--- src/rtl/sextium_ctrl_gen.sv ---
// Sextium III microcode controller: fetch / slot-by-slot decode / execute with memory
// and IO handshakes, HALT and illegal-opcode flag. Optional ALU stall via CTRL_ALU_STALL_EN.
module sextium_ctrl_gen #(
    parameter int SLOTS  = 4,
    parameter int SLOT_W = 2
) (
    input  logic              clock,
    input  logic              reset,
    input  logic [3:0]        insn,
    input  logic              accz,
    input  logic              accn,
    input  logic              iobusy,
    input  logic              mem_ready,
    input  logic              alu_busy,
    output logic              mem_read,
    output logic              mem_write,
    output logic              ir_write,
    output logic              ip_write,
    output logic              acc_write,
    output logic              seladdr,
    output logic [1:0]        selacc,
    output logic              selswap,
    output logic              doswap,
    output logic              selip1,
    output logic              selip2,
    output logic [SLOT_W-1:0] curinsn,
    output logic [1:0]        aluinsn,
    output logic              runio,
    output logic              halted,
    output logic              illegal
);

    typedef enum logic [2:0] {
        ST_FETCH  = 3'd0,
        ST_FWAIT  = 3'd1,
        ST_DECODE = 3'd2,
        ST_MWAIT  = 3'd3,
        ST_IOWAIT = 3'd4,
        ST_NEXT   = 3'd5,
        ST_HALT   = 3'd6,
        ST_AWAIT  = 3'd7
    } state_t;

    typedef struct packed {
        logic              mem_read;
        logic              mem_write;
        logic              ir_write;
        logic              ip_write;
        logic              acc_write;
        logic              seladdr;
        logic [1:0]        selacc;
        logic              selswap;
        logic              doswap;
        logic              selip1;
        logic              selip2;
        logic [SLOT_W-1:0] curinsn;
        logic [1:0]        aluinsn;
        logic              runio;
        logic              halted;
        logic              illegal;
    } ctrl_t;

    localparam logic [SLOT_W-1:0] LAST_SLOT = SLOT_W'(SLOTS - 1);

    state_t state_r, state_s;
    ctrl_t  out_r, out_s;

    // Next state and next registered control word; every field holds unless changed.
    always_comb begin
        state_s = state_r;
        out_s   = out_r;
        case (state_r)
            ST_FETCH: begin
                out_s.mem_read = 1'b1;
                out_s.ir_write = 1'b1;
                out_s.ip_write = 1'b1;
                out_s.seladdr  = 1'b0;
                out_s.selip1   = 1'b0;
                out_s.curinsn  = '0;
                state_s        = ST_FWAIT;
            end
            ST_FWAIT: begin
                out_s.ip_write = 1'b0;
                if (mem_ready) begin
                    out_s.mem_read = 1'b0;
                    out_s.ir_write = 1'b0;
                    state_s        = ST_DECODE;
                end else begin
                    state_s = ST_FWAIT;
                end
            end
            ST_DECODE: begin
                out_s.mem_read  = 1'b0;
                out_s.mem_write = 1'b0;
                out_s.ir_write  = 1'b0;
                out_s.ip_write  = 1'b0;
                out_s.acc_write = 1'b0;
                out_s.doswap    = 1'b0;
                out_s.runio     = 1'b0;
                out_s.illegal   = 1'b0;
                state_s         = ST_NEXT;
                case (insn)
                    4'd0: begin
                        state_s = ST_NEXT;
                    end
                    4'd1: begin
                        out_s.runio  = 1'b1;
                        out_s.selacc = 2'd1;
                        state_s      = ST_IOWAIT;
                    end
                    4'd2: begin
                        out_s.mem_read  = 1'b1;
                        out_s.acc_write = 1'b1;
                        out_s.selacc    = 2'd0;
                        out_s.seladdr   = 1'b1;
                        state_s         = ST_MWAIT;
                    end
                    4'd3: begin
                        out_s.mem_write = 1'b1;
                        out_s.seladdr   = 1'b1;
                        state_s         = ST_MWAIT;
                    end
                    4'd4, 4'd5: begin
                        out_s.acc_write = 1'b1;
                        out_s.selacc    = 2'd2;
                        out_s.doswap    = 1'b1;
                        out_s.selswap   = insn[0];
                    end
                    4'd6, 4'd7: begin
                        // A taken branch parks on the last slot so NEXT refetches.
                        if ((insn[0] == 1'b0) ? accz : accn) begin
                            out_s.ip_write = 1'b1;
                            out_s.selip1   = 1'b1;
                            out_s.selip2   = 1'b0;
                            out_s.curinsn  = LAST_SLOT;
                        end else begin
                            out_s.ip_write = 1'b0;
                        end
                    end
                    4'd8: begin
                        out_s.ip_write = 1'b1;
                        out_s.selip1   = 1'b1;
                        out_s.selip2   = 1'b1;
                        out_s.curinsn  = LAST_SLOT;
                    end
                    4'd9: begin
                        out_s.mem_read  = 1'b1;
                        out_s.acc_write = 1'b1;
                        out_s.selacc    = 2'd0;
                        out_s.seladdr   = 1'b0;
                        out_s.ip_write  = 1'b1;
                        out_s.selip1    = 1'b0;
                        state_s         = ST_MWAIT;
                    end
                    4'd10, 4'd11: begin
                        out_s.aluinsn   = insn[1:0] - 2'd2;
                        out_s.acc_write = 1'b1;
                        out_s.selacc    = 2'd3;
                    end
                    4'd12, 4'd13: begin
                        out_s.aluinsn = insn[1:0] - 2'd2;
                        out_s.selacc  = 2'd3;
`ifdef CTRL_ALU_STALL_EN
                        out_s.acc_write = 1'b0;
                        state_s         = ST_AWAIT;
`else
                        out_s.acc_write = 1'b1;
`endif
                    end
                    4'd14: begin
                        out_s.halted = 1'b1;
                        state_s      = ST_HALT;
                    end
                    4'd15: begin
                        out_s.illegal = 1'b1;
                    end
                    default: begin
                        state_s = ST_NEXT;
                    end
                endcase
            end
            ST_MWAIT: begin
                out_s.ip_write = 1'b0;
                if (mem_ready) begin
                    state_s = ST_NEXT;
                end else begin
                    state_s = ST_MWAIT;
                end
            end
            ST_IOWAIT: begin
                if (!iobusy) begin
                    out_s.runio = 1'b0;
                    state_s     = ST_NEXT;
                end else begin
                    state_s = ST_IOWAIT;
                end
            end
            ST_NEXT: begin
                out_s.mem_read  = 1'b0;
                out_s.mem_write = 1'b0;
                out_s.ir_write  = 1'b0;
                out_s.ip_write  = 1'b0;
                out_s.acc_write = 1'b0;
                out_s.doswap    = 1'b0;
                out_s.illegal   = 1'b0;
                if (out_r.curinsn == LAST_SLOT) begin
                    out_s.curinsn = '0;
                    state_s       = ST_FETCH;
                end else begin
                    out_s.curinsn = out_r.curinsn + SLOT_W'(1);
                    state_s       = ST_DECODE;
                end
            end
            ST_HALT: begin
                out_s.mem_read  = 1'b0;
                out_s.mem_write = 1'b0;
                out_s.ir_write  = 1'b0;
                out_s.ip_write  = 1'b0;
                out_s.acc_write = 1'b0;
                out_s.doswap    = 1'b0;
                out_s.runio     = 1'b0;
                out_s.illegal   = 1'b0;
                out_s.halted    = 1'b1;
                state_s         = ST_HALT;
            end
`ifdef CTRL_ALU_STALL_EN
            ST_AWAIT: begin
                if (!alu_busy) begin
                    out_s.acc_write = 1'b1;
                    state_s         = ST_NEXT;
                end else begin
                    out_s.acc_write = 1'b0;
                    state_s         = ST_AWAIT;
                end
            end
`endif
            default: begin
                out_s   = '0;
                state_s = ST_FETCH;
            end
        endcase
    end

    // State and control-word registers with synchronous active-low reset.
    always_ff @(posedge clock) begin
        if (!reset) begin
            state_r <= ST_FETCH;
            out_r   <= '0;
        end else begin
            state_r <= state_s;
            out_r   <= out_s;
        end
    end

    assign mem_read  = out_r.mem_read;
    assign mem_write = out_r.mem_write;
    assign ir_write  = out_r.ir_write;
    assign ip_write  = out_r.ip_write;
    assign acc_write = out_r.acc_write;
    assign seladdr   = out_r.seladdr;
    assign selacc    = out_r.selacc;
    assign selswap   = out_r.selswap;
    assign doswap    = out_r.doswap;
    assign selip1    = out_r.selip1;
    assign selip2    = out_r.selip2;
    assign curinsn   = out_r.curinsn;
    assign aluinsn   = out_r.aluinsn;
    assign runio     = out_r.runio;
    assign halted    = out_r.halted;
    assign illegal   = out_r.illegal;

endmodule

--- config.mk ---
export PLATFORM = sky130hd
export DESIGN_NAME = sextium_ctrl_gen
export DESIGN_NICKNAME = d
export VERILOG_FILES = /design/src/rtl/sextium_ctrl_gen.sv
export SDC_FILE = /design/constraint.sdc
export NUM_CORES = 1
export LEC_CHECK = 0
export BUFFER_PORTS_ARGS = -buffer_cell sky130_fd_sc_hd__buf_2
export CAP_MARGIN = 5
export CORE_AREA = 2 2 65 67
export DETAILED_ROUTE_END_ITERATION = 8
export DIE_AREA = 0 0 67 69
export PLACE_DENSITY = 0.56
export SYNTH_ARGS = -nofsm -noshare
export SYNTH_HDL_FRONTEND = slang
export SYNTH_SLANG_ARGS = --single-unit
--- constraint.sdc ---
create_clock -name clock -period 2.8 [get_ports clock]
set_input_delay 0 -clock clock [delete_from_list [all_inputs] [get_ports clock]]
set_output_delay 0 -clock clock [all_outputs]
set_load 0.05 [all_outputs]
# --- Yosys cells after proc, flatten, opt, wreduce, memory -nomap -nowiden ---
# Cells that the tools add are included.
# W data, S select, Z words.
totals:
  regBits: 22
  latch_bits: 0
  romBits: 0
  mem_bits_rw: 0
  output_inout_bits: 19
  in_bits: 11
  wordCells: 123
  n_memories: 0
classes:
  magnitude_cmp: 0
  bitwise_logic: 6
  eq_ne: 32
  n_mux: 40
  n_addsub: 2
  n_reduce_logical: 26
  n_shift: 0
  mul: 0
  div: 0
op_table:
  columns: ["operator", "count"]
  rows:
  - ["$eq A4 B4 Y1 const B", 8]
  - ["$pmux W3 S7", 1]
  - ["$pmux W1 S2", 9]
  - ["$eq A4 B3 Y1 const B", 4]
  - ["$reduce_or A4 Y1", 4]
  - ["$pmux W1 S3", 5]
  - ["$reduce_and A2 Y1", 7]
  - ["$pmux W3 S2", 2]
  - ["$reduce_or A2 Y1", 6]
  - ["$mux W1", 11]
  - ["$mux W2", 5]
  - ["$reduce_or A5 Y1", 2]
  - ["$eq A3 B3 Y1 const B", 3]
  - ["$pmux W3 S3", 1]
  - ["$reduce_and A3 Y1", 3]
  - ["$eq A4 B2 Y1 const B", 2]
  - ["$pmux W2 S4", 1]
  - ["$reduce_or A8 Y1", 1]
  - ["$eq A3 B2 Y1 const B", 2]
  - ["$ne A2 B2 Y1 const B", 3]
  - ["$not A1 Y1", 6]
  - ["$pmux W2 S3", 1]
  - ["$reduce_or A6 Y1", 1]
  - ["$ne A5 B3 Y1 const B", 1]
  - ["other kinds (16)", 17]

# --- Depth between registers and ports, before layout ---
# Gate-level depths: netlist of run 1.
logic_depth:
  ltp_word: 4
  ltp_mapped: 6
  depth_no_buf: 5

# --- Worst setup path after synthesis of run 1 ---
# OpenSTA, ideal clock, no wires.
synth_path:
  path_kind: "register to register"
  startpoint: "reg out_r (netlist bit curinsn[0])"
  endpoint: "reg state_r[1]"
  setup_ns: 0.120
  n_path_buf: 0
  setup_slack_ns: 1.463
  required_ns: 2.680
  path_stages_with_launch: 6
  arrival_time_ns: 1.217
  cell_sequence: "dfxtp_1 > ha_1 > nand2b_1 > a21oi_1 > a21oi_1 > o22ai_1"
synth_between:
  elab_chain_cells: 3
synth_rtl:
  columns: ["element", "line_no", "rtl"]
  rows:
  - ["start, declared", "66", "ctrl_t out_r, out_s;"]
  - ["start signal, assigned", "251", "out_r <= out_s;"]
  - ["$eq A2 B2 Y1", "206", "if (out_r.curinsn == LAST_SLOT) begin"]
  - ["$mux W2", "206", null]
  - ["$pmux W3 S7", "72", "case (state_r)"]
  - ["end signal, assigned", "250", "state_r <= state_s;"]
  - ["end, declared", "65", "state_t state_r, state_s;"]
# Every way passes these cells.
# A chain may end at the register's enable or synchronous reset.

# --- Worst setup path in the final report of run 1 ---
layout_path:
  startpoint: "reg state_r[2]"
  endpoint: "reg out_r (netlist bit selacc[0])"
layout_between:
  elab_chain_cells: 4
layout_rtl:
  columns: ["element", "line_no"]
  rows:
  - ["$eq A3 B3 Y1 (tied with other cells)", "72"]
  - ["$reduce_or A6 Y1 (no line)", null]
  - ["$not A1 Y1 (no line)", null]
  - ["$reduce_and A2 Y1 (no line)", null]
# Several ways; a longest one is shown, not always the timed one.

==> results of run 1 <==
[per-stage QoR]
stage | hold slack (ns) | power, mW | instance area [µm²]
finish | 0.134 | 0.727 | 1490
global route | 0.152 | 0.766 | 1490
CTS | 0.135 | 0.737 | 1490
detailed placement | 0.404 | 0.508 | 1440
global placement | 0.375 | 0.505 | 1440
floorplan | 0.156 | 0.474 | 1300
[layout by cell type, fill, tap and decap left out, types with 2 or more instances in the layout]
cell,n
buf_2,28
dfxtp_1,22
a21oi_1,12
nor2_1,12
nor2b_1,11
nand2_1,11
o21ai_0,11
nand2b_1,8
a21boi_0,5
o22ai_1,4
nor3_1,4
inv_1,4
a32oi_1,4
clkbuf_8,4
nand3_1,3
mux2i_1,3
nand3b_1,3
and3b_1,2
a31oi_1,2
and2_1,2
and3_1,2
o31ai_1,2
o311a_1,2
nor3b_1,2
[report_power, final]
group | total (mW) | switching (mW) | internal [mW]
logic | 0.157 | 0.105 | 0.0525
registers | 0.343 | 0.0158 | 0.327
clock network | 0.227 | 0.102 | 0.125
total | 0.727 | 0.222 | 0.505
[worst min path at each step]
| stage | startpoint | to | slack (ns) | cells past startpoint |
|---|---|---|---|---|
| floorplan | reset | ip_write | 0.16 | 1 |
| global placement | iobusy | runio | 0.38 | 4 |
| detailed placement | iobusy | runio | 0.40 | 4 |
| CTS | mem_ready | state_r[1] | 0.13 | 4 |
| global route | iobusy | runio | 0.15 | 4 |
| finish | mem_ready | state_r[1] | 0.13 | 4 |
[metal layers]
metal,vias to the layer above,global-route usage,wire [µm]
met2,25,0.226,1450
met5,-,0,0
met3,2,0.0179,140
met4,0,0.0340,20
met1,542,0.197,1410
li1,617,-,-
[cells by family (layout without fill, tap and decap cells)]
kind of cell / Yosys count / count (layout) / share of synthesized area
AOI/OAI and AO/OA: 51 / 51 / 0.260
xor gates and xnor gates: 1 / 1 / 0.00674
adders and majority gates: 1 / 1 / 0.00963
buffers and inverters: 18 / 37 / 0.0684
DFF: 22 / 22 / 0.339
muxes: 4 / 4 / 0.0318
and+or+nand+nor: 65 / 65 / 0.284
[layout make-up]
| class | count | area [µm²] |
|---|---|---|
| Multi-Input combinational cell | 122 | 769 |
| Inverter | 4 | 15.0 |
| Timing Repair Buffer | 29 | 148 |
| Sequential cell | 22 | 440 |
| Clock buffer | 4 | 55.1 |
| Tap cell | 50 | 62.6 |
| Fill cell | 426 | 2420 |
[flip-flops by register name, indices dropped and copies added, names as in the netlist]
name       count
acc_write      1
aluinsn        2
curinsn        2
doswap         1
halted         1
illegal        1
ip_write       1
ir_write       1
mem_read       1
mem_write      1
runio          1
selacc         2
seladdr        1
selip1         1
selip2         1
selswap        1
state_r        3
[worst max-delay path: stages (launching register included)]
cell and delay (ns):
dfxtp_1 0.73, and2_1 0.34, o21ai_0 0.23, a31oi_1 0.29, mux2i_1 0.21
==> results.yml, run 1 <==
run_status:
  outcome: "complete, no violations"
final_layout:
  finalNonFillerCells: 231
  drive_gt1_frac: 0.210
  fin_util: 0.381
  antenna_cells: 0
  area_delta_synth_final_pct: 14.7
  nets: 194
global_routing:
  antenna_found_initial: 0
  grtUsageTotal: 0.141
  grt_pass1_wl_mm: 5.32
  grt_overflow_total: 0
  grt_pass1_vias: 1194
  grt_max_degree: 27
yosys:
  synth_nets: 174
  yosys.cell_count.top_type: "dfxtp_1"
  synth_top_area_frac: 0.339
  async_flop_share: 0
  ys_types: 44
  ys_warn_count: 0
  synth_commonest_cells: "22 x dfxtp_1, 12 x a21oi_1, 12 x nor2_1"
  synth-edff-count: 0
  yosysSeqAreaShare: 0.339
  netlist_area_um2: 1300
  ys_seq_elements: 22
  avgSynthCellArea_um2: 8.02
  synthTopCellsByArea: "dfxtp_1 34%, nor2b_1 5.3%, a21oi_1 4.6%"
  ys.flop_type: "dfxtp_1"
  synth_top_area_cell: "dfxtp_1"
  syn_inst: 162
floorplan:
  die_h_um: 69
  core_um2: 3910
  boundaryPins: 30
  fp.dieW_um: 67
  rows: 23
  initial_core_util: 0.332
  die-area_um2: 4620
drt:
  drtIter0Drc: 83
  vias_per_cell: 5.13
  drtAntennaViolNets: 0
  wirelength_mm: 3.02
  vias: 1186
  wl_per_cell_um: 13.1
  drc: 0
  dr.pass1.iters: 4
clock_network:
  ctsHoldBuffers: 0
  cts_setup_buffers: 0
  cts.clk_slew.worst_paths_ns: 0.08
  postCtsResizedCells: 0
  cts_buffers: 3
  cts_htree_levels: 1
  clk_latency_ns: 0.26
  cts_tree: "yes"
  cts-root-buf: "clkbuf_8"
  cts_sinks: 22
  clockBufferDepth: 2
flow_run:
  timing.max_cap.violations: 0
critical_path:
  startpoint: "state_r[2]"
  cp_max_fo: 21
  reg2reg_from: "state_r[2]"
  worstPathRequired_ns: 2.99
  criticalPathCategory: "flip-flop to flip-flop"
  r2r-end: "selacc[0]"
  timing.reg2reg.setup_slack_ns: 0.91
  rr_worst_depth: 4
  endpoint: "selacc[0]"
  critPathCaptureType: "flip-flop"
  worst_setup_path_start_kind: "flip-flop"
  cp.arrival_ns: 2.07
placed_design:
  port_buffers: 28
  dpl.cell_count: 227
  gp_congestion: 0.801
  dp_hpwl_mm: 2.20
  place_ws_ns: 0.949
hold_path:
  min-delay-path-class: "input pin to flip-flop"
sta:
  rsz0062_at_grt: "false"
  timing.setup.tns_ns: 0
  final_max_slew_viol_count: 0
  relSlewSlack: 0.510
  clock_skew_ns: 0.00233
  fin_crit_ns: 1.89
  worstMarginPinSlew_ns: 0.732
  min_period_over_period: 0.674
  hold_violations: 0
  fmax_ghz: 0.530
  setup_ws_ns: 0.913
  setup_viol: 0
power:
  vdd_drop_max_mv: 0.158
  p_leak_nw: 0.605
  power.density_nw_per_um2: 488
No activity file was read; power rests on OpenSTA's default activity.
==> run 2, diff against run 1 <==
ABC_AREA = 1   (was not set)
PLACE_DENSITY = 0.55   (was 0.56)
clock period = 1.9 ns   (was 2.8 ns; I/O delays follow)
==> run 2 against run 1 <==
Worst hold slack got worse by 0.10 ns; synthesized area is 1.6% lower; design area rose by 2.9%; setup slack worse by 0.50 ns; total power up 86%; via count up 11%; synthesized cell count rose by 22%; combinational power rose by 150%; clock skew up 0.0052 ns.
==> results.yml, run 2 <==
final_layout:
  layout_common_cells: "56 x nand2_1, 28 x buf_2, 23 x inv_1, 23 x nor2_1, 22 x dfxtp_1"
  largest_reg_flops: 3
  final_common_cell: "nand2_1"
  regMostFlops: "state_r"
  seq_area_um2: 440
  area_delta_synth_final_pct: 20.0
  drive_gt1_frac: 0.237
  nets: 241
  antenna_cells: 0
  fill_cells: 458
  multi_input_area_um2: 702
sta:
  setup_ws_ns: 0.418
  clock_skew_ns: 0.00752
  worstMarginPinSlew_ns: 0.471
  fin_crit_ns: 1.48
  relSlewSlack: 0.686
  rsz0062_at_grt: "false"
  hold_violations: 0
  timing.setup.tns_ns: 0
  setup_viol: 0
  final_max_slew_viol_count: 0
  min_period_over_period: 0.780
  fmax_ghz: 0.675
global_routing:
  antenna_found_initial: 0
  grt_pass1_vias: 1219
  grtUsageTotal: 0.144
  grt_max_degree: 15
  grt_overflow_total: 0
  grt_pass1_wl_mm: 5.25
yosys:
  synth_top_area_frac: 0.345
  ys_seq_elements: 22
  ys_types: 23
  netlist_area_um2: 1280
  syn_inst: 198
  async_flop_share: 0
  synthTopCellsByArea: "dfxtp_1 34%, nand2_1 16%, nand3_1 7.1%"
  synth_nets: 210
  avgSynthCellArea_um2: 6.45
  synth_top_area_cell: "dfxtp_1"
  yosys.cell_count.top_type: "nand2_1"
  ys.flop_type: "dfxtp_1"
  yosysSeqAreaShare: 0.345
  synth-edff-count: 0
  ys_warn_count: 0
  synth_commonest_cells: "56 x nand2_1, 23 x inv_1, 23 x nor2_1, 22 x dfxtp_1, 18 x nand3_1"
clock_network:
  clockBufferDepth: 2
  cts_setup_buffers: 0
  cts-root-buf: "clkbuf_8"
  cts_htree_levels: 1
  cts_sinks: 22
  clk_latency_ns: 0.27
  postCtsResizedCells: 0
  cts.clk_slew.worst_paths_ns: 0.08
  cts_buffers: 3
  cts_tree: "yes"
  ctsHoldBuffers: 0
drt:
  drtIter0Drc: 88
  dr.pass1.iters: 4
  drc: 0
  vias: 1320
  wirelength_mm: 3.05
  drtAntennaViolNets: 0
  wl_per_cell_um: 11.0
  vias_per_cell: 4.75
power:
  power.density_nw_per_um2: 883
  vdd_drop_max_mv: 0.339
  p_leak_nw: 0.790
floorplan:
  core_um2: 3910
  rows: 23
  initial_core_util: 0.326
  die_h_um: 69
  die-area_um2: 4620
  fp.dieW_um: 67
  boundaryPins: 30
placed_design:
  gp_congestion: 0.818
  place_ws_ns: 0.452
  dp_hpwl_mm: 2.37
  port_buffers: 28
critical_path:
  rr_worst_depth: 8
  criticalPathCategory: "flip-flop to flip-flop"
  worst_setup_path_start_kind: "flip-flop"
  worstPathRequired_ns: 2.11
  cp_max_fo: 13
  critPathCaptureType: "flip-flop"
  cp.arrival_ns: 1.69
run_status:
  outcome: "complete, no violations"
hold_path:
  min-delay-path-class: "input pin to flip-flop"
  min_path_cells: 3
flow_run:
  timing.max_cap.violations: 0
## run 2: worst paths after layout
path                   start    endpoint  slack [ns]
setup / recovery  state_r[1]   selacc[1]        0.42
hold / removal         reset  aluinsn[0]        0.03
setup reg to reg  state_r[1]   selacc[1]        0.42
hold reg to reg       halted      halted        0.46
## run 2: kinds of logic after synthesis
group,count (synthesis),synth area share
simple gates,113,0.405
buf+inv,32,0.106
compound gates,30,0.135
flops,22,0.345
fa+ha+maj,1,0.00979
## run 2: worst max-delay path: stages (launching register included)
cell     delay, ns
dfxtp_1       0.47
nand2_2       0.12
nor2_4        0.27
nand3_1       0.18
nor2_1        0.12
nand2_1       0.07
nand3_1       0.07
nand2_1       0.05
nor2_1        0.08
## run 2: per-stage QoR
step	util	power (mW)	area [µm²]	std cells	hold WS (ns)
4_1_cts	0.392	1.37	1530	278	0.0298
6_report	0.392	1.35	1530	278	0.0333
3_3_place_gp	0.373	0.929	1460	274	0.325
5_1_grt	0.392	1.44	1530	278	0.0522
2_1_floorplan	-	0.841	1280	198	0.0976
3_5_place_dp	0.373	0.928	1460	274	0.324
## run 2: area by class of cell
type / instances / area share
clock buffers: 3 / 0.0269
clock inverters: 1 / 0.0196
inverters: 29 / 0.0710
multi-input cells: 144 / 0.458
flip-flops and latches: 22 / 0.287
well taps: 50 / 0.0408
repair buffers: 29 / 0.0963
## run 2: where the power goes
| part | leakage [nW] | switching [mW] | total, mW | internal (mW) |
|---|---|---|---|---|
| logic | 0.575 | 0.283 | 0.389 | 0.106 |
| clock network | 0.0357 | 0.155 | 0.437 | 0.282 |
| registers | 0.179 | 0.0286 | 0.528 | 0.500 |
## run 2: metal layers
layer,part of all wire,wire [µm],track usage,vias to the layer above
li1,-,-,-,694
met1,0.49,1490,0.197,594
met2,0.46,1400,0.228,28
met3,0.043,132,0.0196,4
met4,0.0098,30,0.0476,0
met5,0,0,0,-
==> run 3, diff against run 2 <==
PLACE_DENSITY = 0.57   (was 0.55)
clock period = 1.2 ns   (was 1.9 ns; I/O delays follow)
==> run 3 against run 2 <==
The flow now finishes with violations (negative setup slack); clock power rose by 28%; global-route usage grew 1.5 points; final cell count grew 8.3%; largest cell class unchanged; largest power group unchanged.
==> results.yml, run 3 (synthesized netlist as in run 2, its figures left out) <==
run_status:
  outcome: "finished with violations"
  violations: "negative setup slack"
critical_path:
  cpPeakStageDelay_ns: 0.36
  worst_setup_path_start_kind: "flip-flop"
  worstPathRequired_ns: 1.37
  criticalPathCategory: "flip-flop to flip-flop"
  crit_path_cell_trace: "buf_4 > inv_1 > nand3_1 > inv_1 > nor2_1 > o21ai_1 > nand2_1 > nor2_1"
  crit_slowest_cell: "dfxtp_2"
  timing.reg2reg.setup_slack_ns: -0.09
  critPathCaptureType: "flip-flop"
  cp_num_buf_inv: 3
  cp_max_fo: 3
  cp.arrival_ns: 1.46
  crit_family: "simple AND/OR/NAND/NOR gates"
floorplan:
  boundaryPins: 30
  die_h_um: 69
  initial_core_util: 0.326
  fp.dieW_um: 67
  core_um2: 3910
  rows: 23
  die-area_um2: 4620
sta:
  min_period_over_period: 1.08
  rsz0062_at_grt: "true"
  hold_violations: 0
  timing.setup.tns_ns: -0.352
  setup_ws_ns: -0.0904
  clock_skew_ns: 0.00691
  setup_viol: 10
  final_max_slew_viol_count: 0
  fin_crit_ns: 1.29
  worstMarginPinSlew_ns: 0.297
  fmax_ghz: 0.775
  relSlewSlack: 0.800
drt:
  wl_per_cell_um: 11.5
  vias: 1341
  wirelength_mm: 3.45
  drtIter0Drc: 49
  vias_per_cell: 4.46
  drc: 0
  drtAntennaViolNets: 0
  dr.pass1.iters: 4
placed_design:
  place_area_um2: 1600
  dp_hpwl_mm: 2.69
  dpl.cell_count: 292
  gp_congestion: 0.848
  port_buffers: 28
final_layout:
  finalNonFillerCells: 301
  regMostFlops: "state_r"
  area_delta_synth_final_pct: 36.5
  layout_common_cells: "55 x nand2_1, 28 x buf_2, 23 x buf_4"
  largest_reg_flops: 3
  nets: 264
  fin_area_um2: 1740
  antenna_cells: 0
  multi_input_area_um2: 742
  fill_cells: 444
  fin_util: 0.446
  drive_gt1_frac: 0.367
  seq_area_um2: 449
  final_common_cell: "nand2_1"
global_routing:
  antenna_found_initial: 0
  met2_usage: 0.246
  grt_pass1_vias: 1272
  grtUsageTotal: 0.159
  grt_overflow_total: 0
  use_met1: 0.215
  top_usage_layer: "met2"
  gr-usage-met3: 0.0261
  grt_pass1_wl_mm: 5.64
  grt_max_degree: 13
clock_network:
  clockBufferDepth: 2
  cts_buffers: 3
  clk_latency_ns: 0.27
  cts-root-buf: "clkbuf_8"
  cts_sinks: 22
  cts_htree_levels: 1
  ctsHoldBuffers: 0
  cts.clk_slew.worst_paths_ns: 0.09
  cts_tree: "yes"
power:
  vdd_drop_max_mv: 0.496
  switching_share: 0.372
  seq_power_share: 0.386
  p_int_mw: 1.36
  combPwrFrac: 0.355
  p_leak_nw: 0.916
  p_sw_uw: 803
  p_clk_frac: 0.259
  power.density_nw_per_um2: 1240
  total_power_mw: 2.16
hold_path:
  min-delay-path-class: "input pin to flip-flop"
flow_run:
  timing.max_cap.violations: 0
==> run 3: changes by cell type in the layout (fill, tap and decap cells not counted), moves of 3 or more <==
cell / before / now
nor2_2: 1 / 4
dfxtp_2: 0 / 4
buf_4: 1 / 23
nand3_2: 2 / 5
dfxtp_1: 22 / 17
nor2_1: 23 / 20
nand3_1: 18 / 15
==> run 3: area by class of cell <==
class / count / area share
Multi-Input combinational cell: 144 / 0.425
Sequential cell: 22 / 0.258
Timing Repair Buffer: 52 / 0.186
Inverter: 29 / 0.0638
Tap cell: 50 / 0.0359
Clock buffer: 4 / 0.0316
==> run 3: worst paths after layout <==
path,start,endpoint,cells after the start
worst max-delay path,state_r[1],seladdr,8
worst min register to register,selip1,selip1,2
worst min-delay path,reset,selip2,3
worst max register to register,state_r[1],seladdr,8
==> run 3: layer usage <==
metal / routed length [µm] / vias up / share of wire
li1: - / 736 / -
met1: 1680 / 573 / 0.49
met2: 1580 / 27 / 0.46
met3: 139 / 5 / 0.040
met4: 55 / 0 / 0.016
met5: 0 / - / 0
==> run 3: through the flow <==
stage          hold slack, ns  setup slack, ns
2_1_floorplan          0.0976          -0.0223
3_3_place_gp            0.334           -0.118
3_5_place_dp            0.346          -0.0993
4_1_cts                0.0592          -0.0654
5_1_grt                0.0801           -0.167
6_report               0.0539          -0.0904
==> run 3: power groups by stage <==
stage	combinational [mW]	sequential, mW	clock, mW
floorplan	0.310	1.02	0
global placement	0.713	0.847	0
detailed placement	0.713	0.847	0
CTS	0.737	0.833	0.566
global route	0.835	0.842	0.592
finish	0.767	0.832	0.559
==> run 3: repair_timing <==
| item | 4_1_cts | 5_1_grt |
|---|---|---|
| setup endpoints to repair | 16 | 20 |
| gates resized for setup | 7 | 9 |
| pin swaps | 1 | 2 |
| setup buffers | 4 | 1 |
==> run 3: worst min-delay path, stage by stage <==
cell    delay, ns
buf_2        0.09
inv_1        0.09
nor2_1       0.11
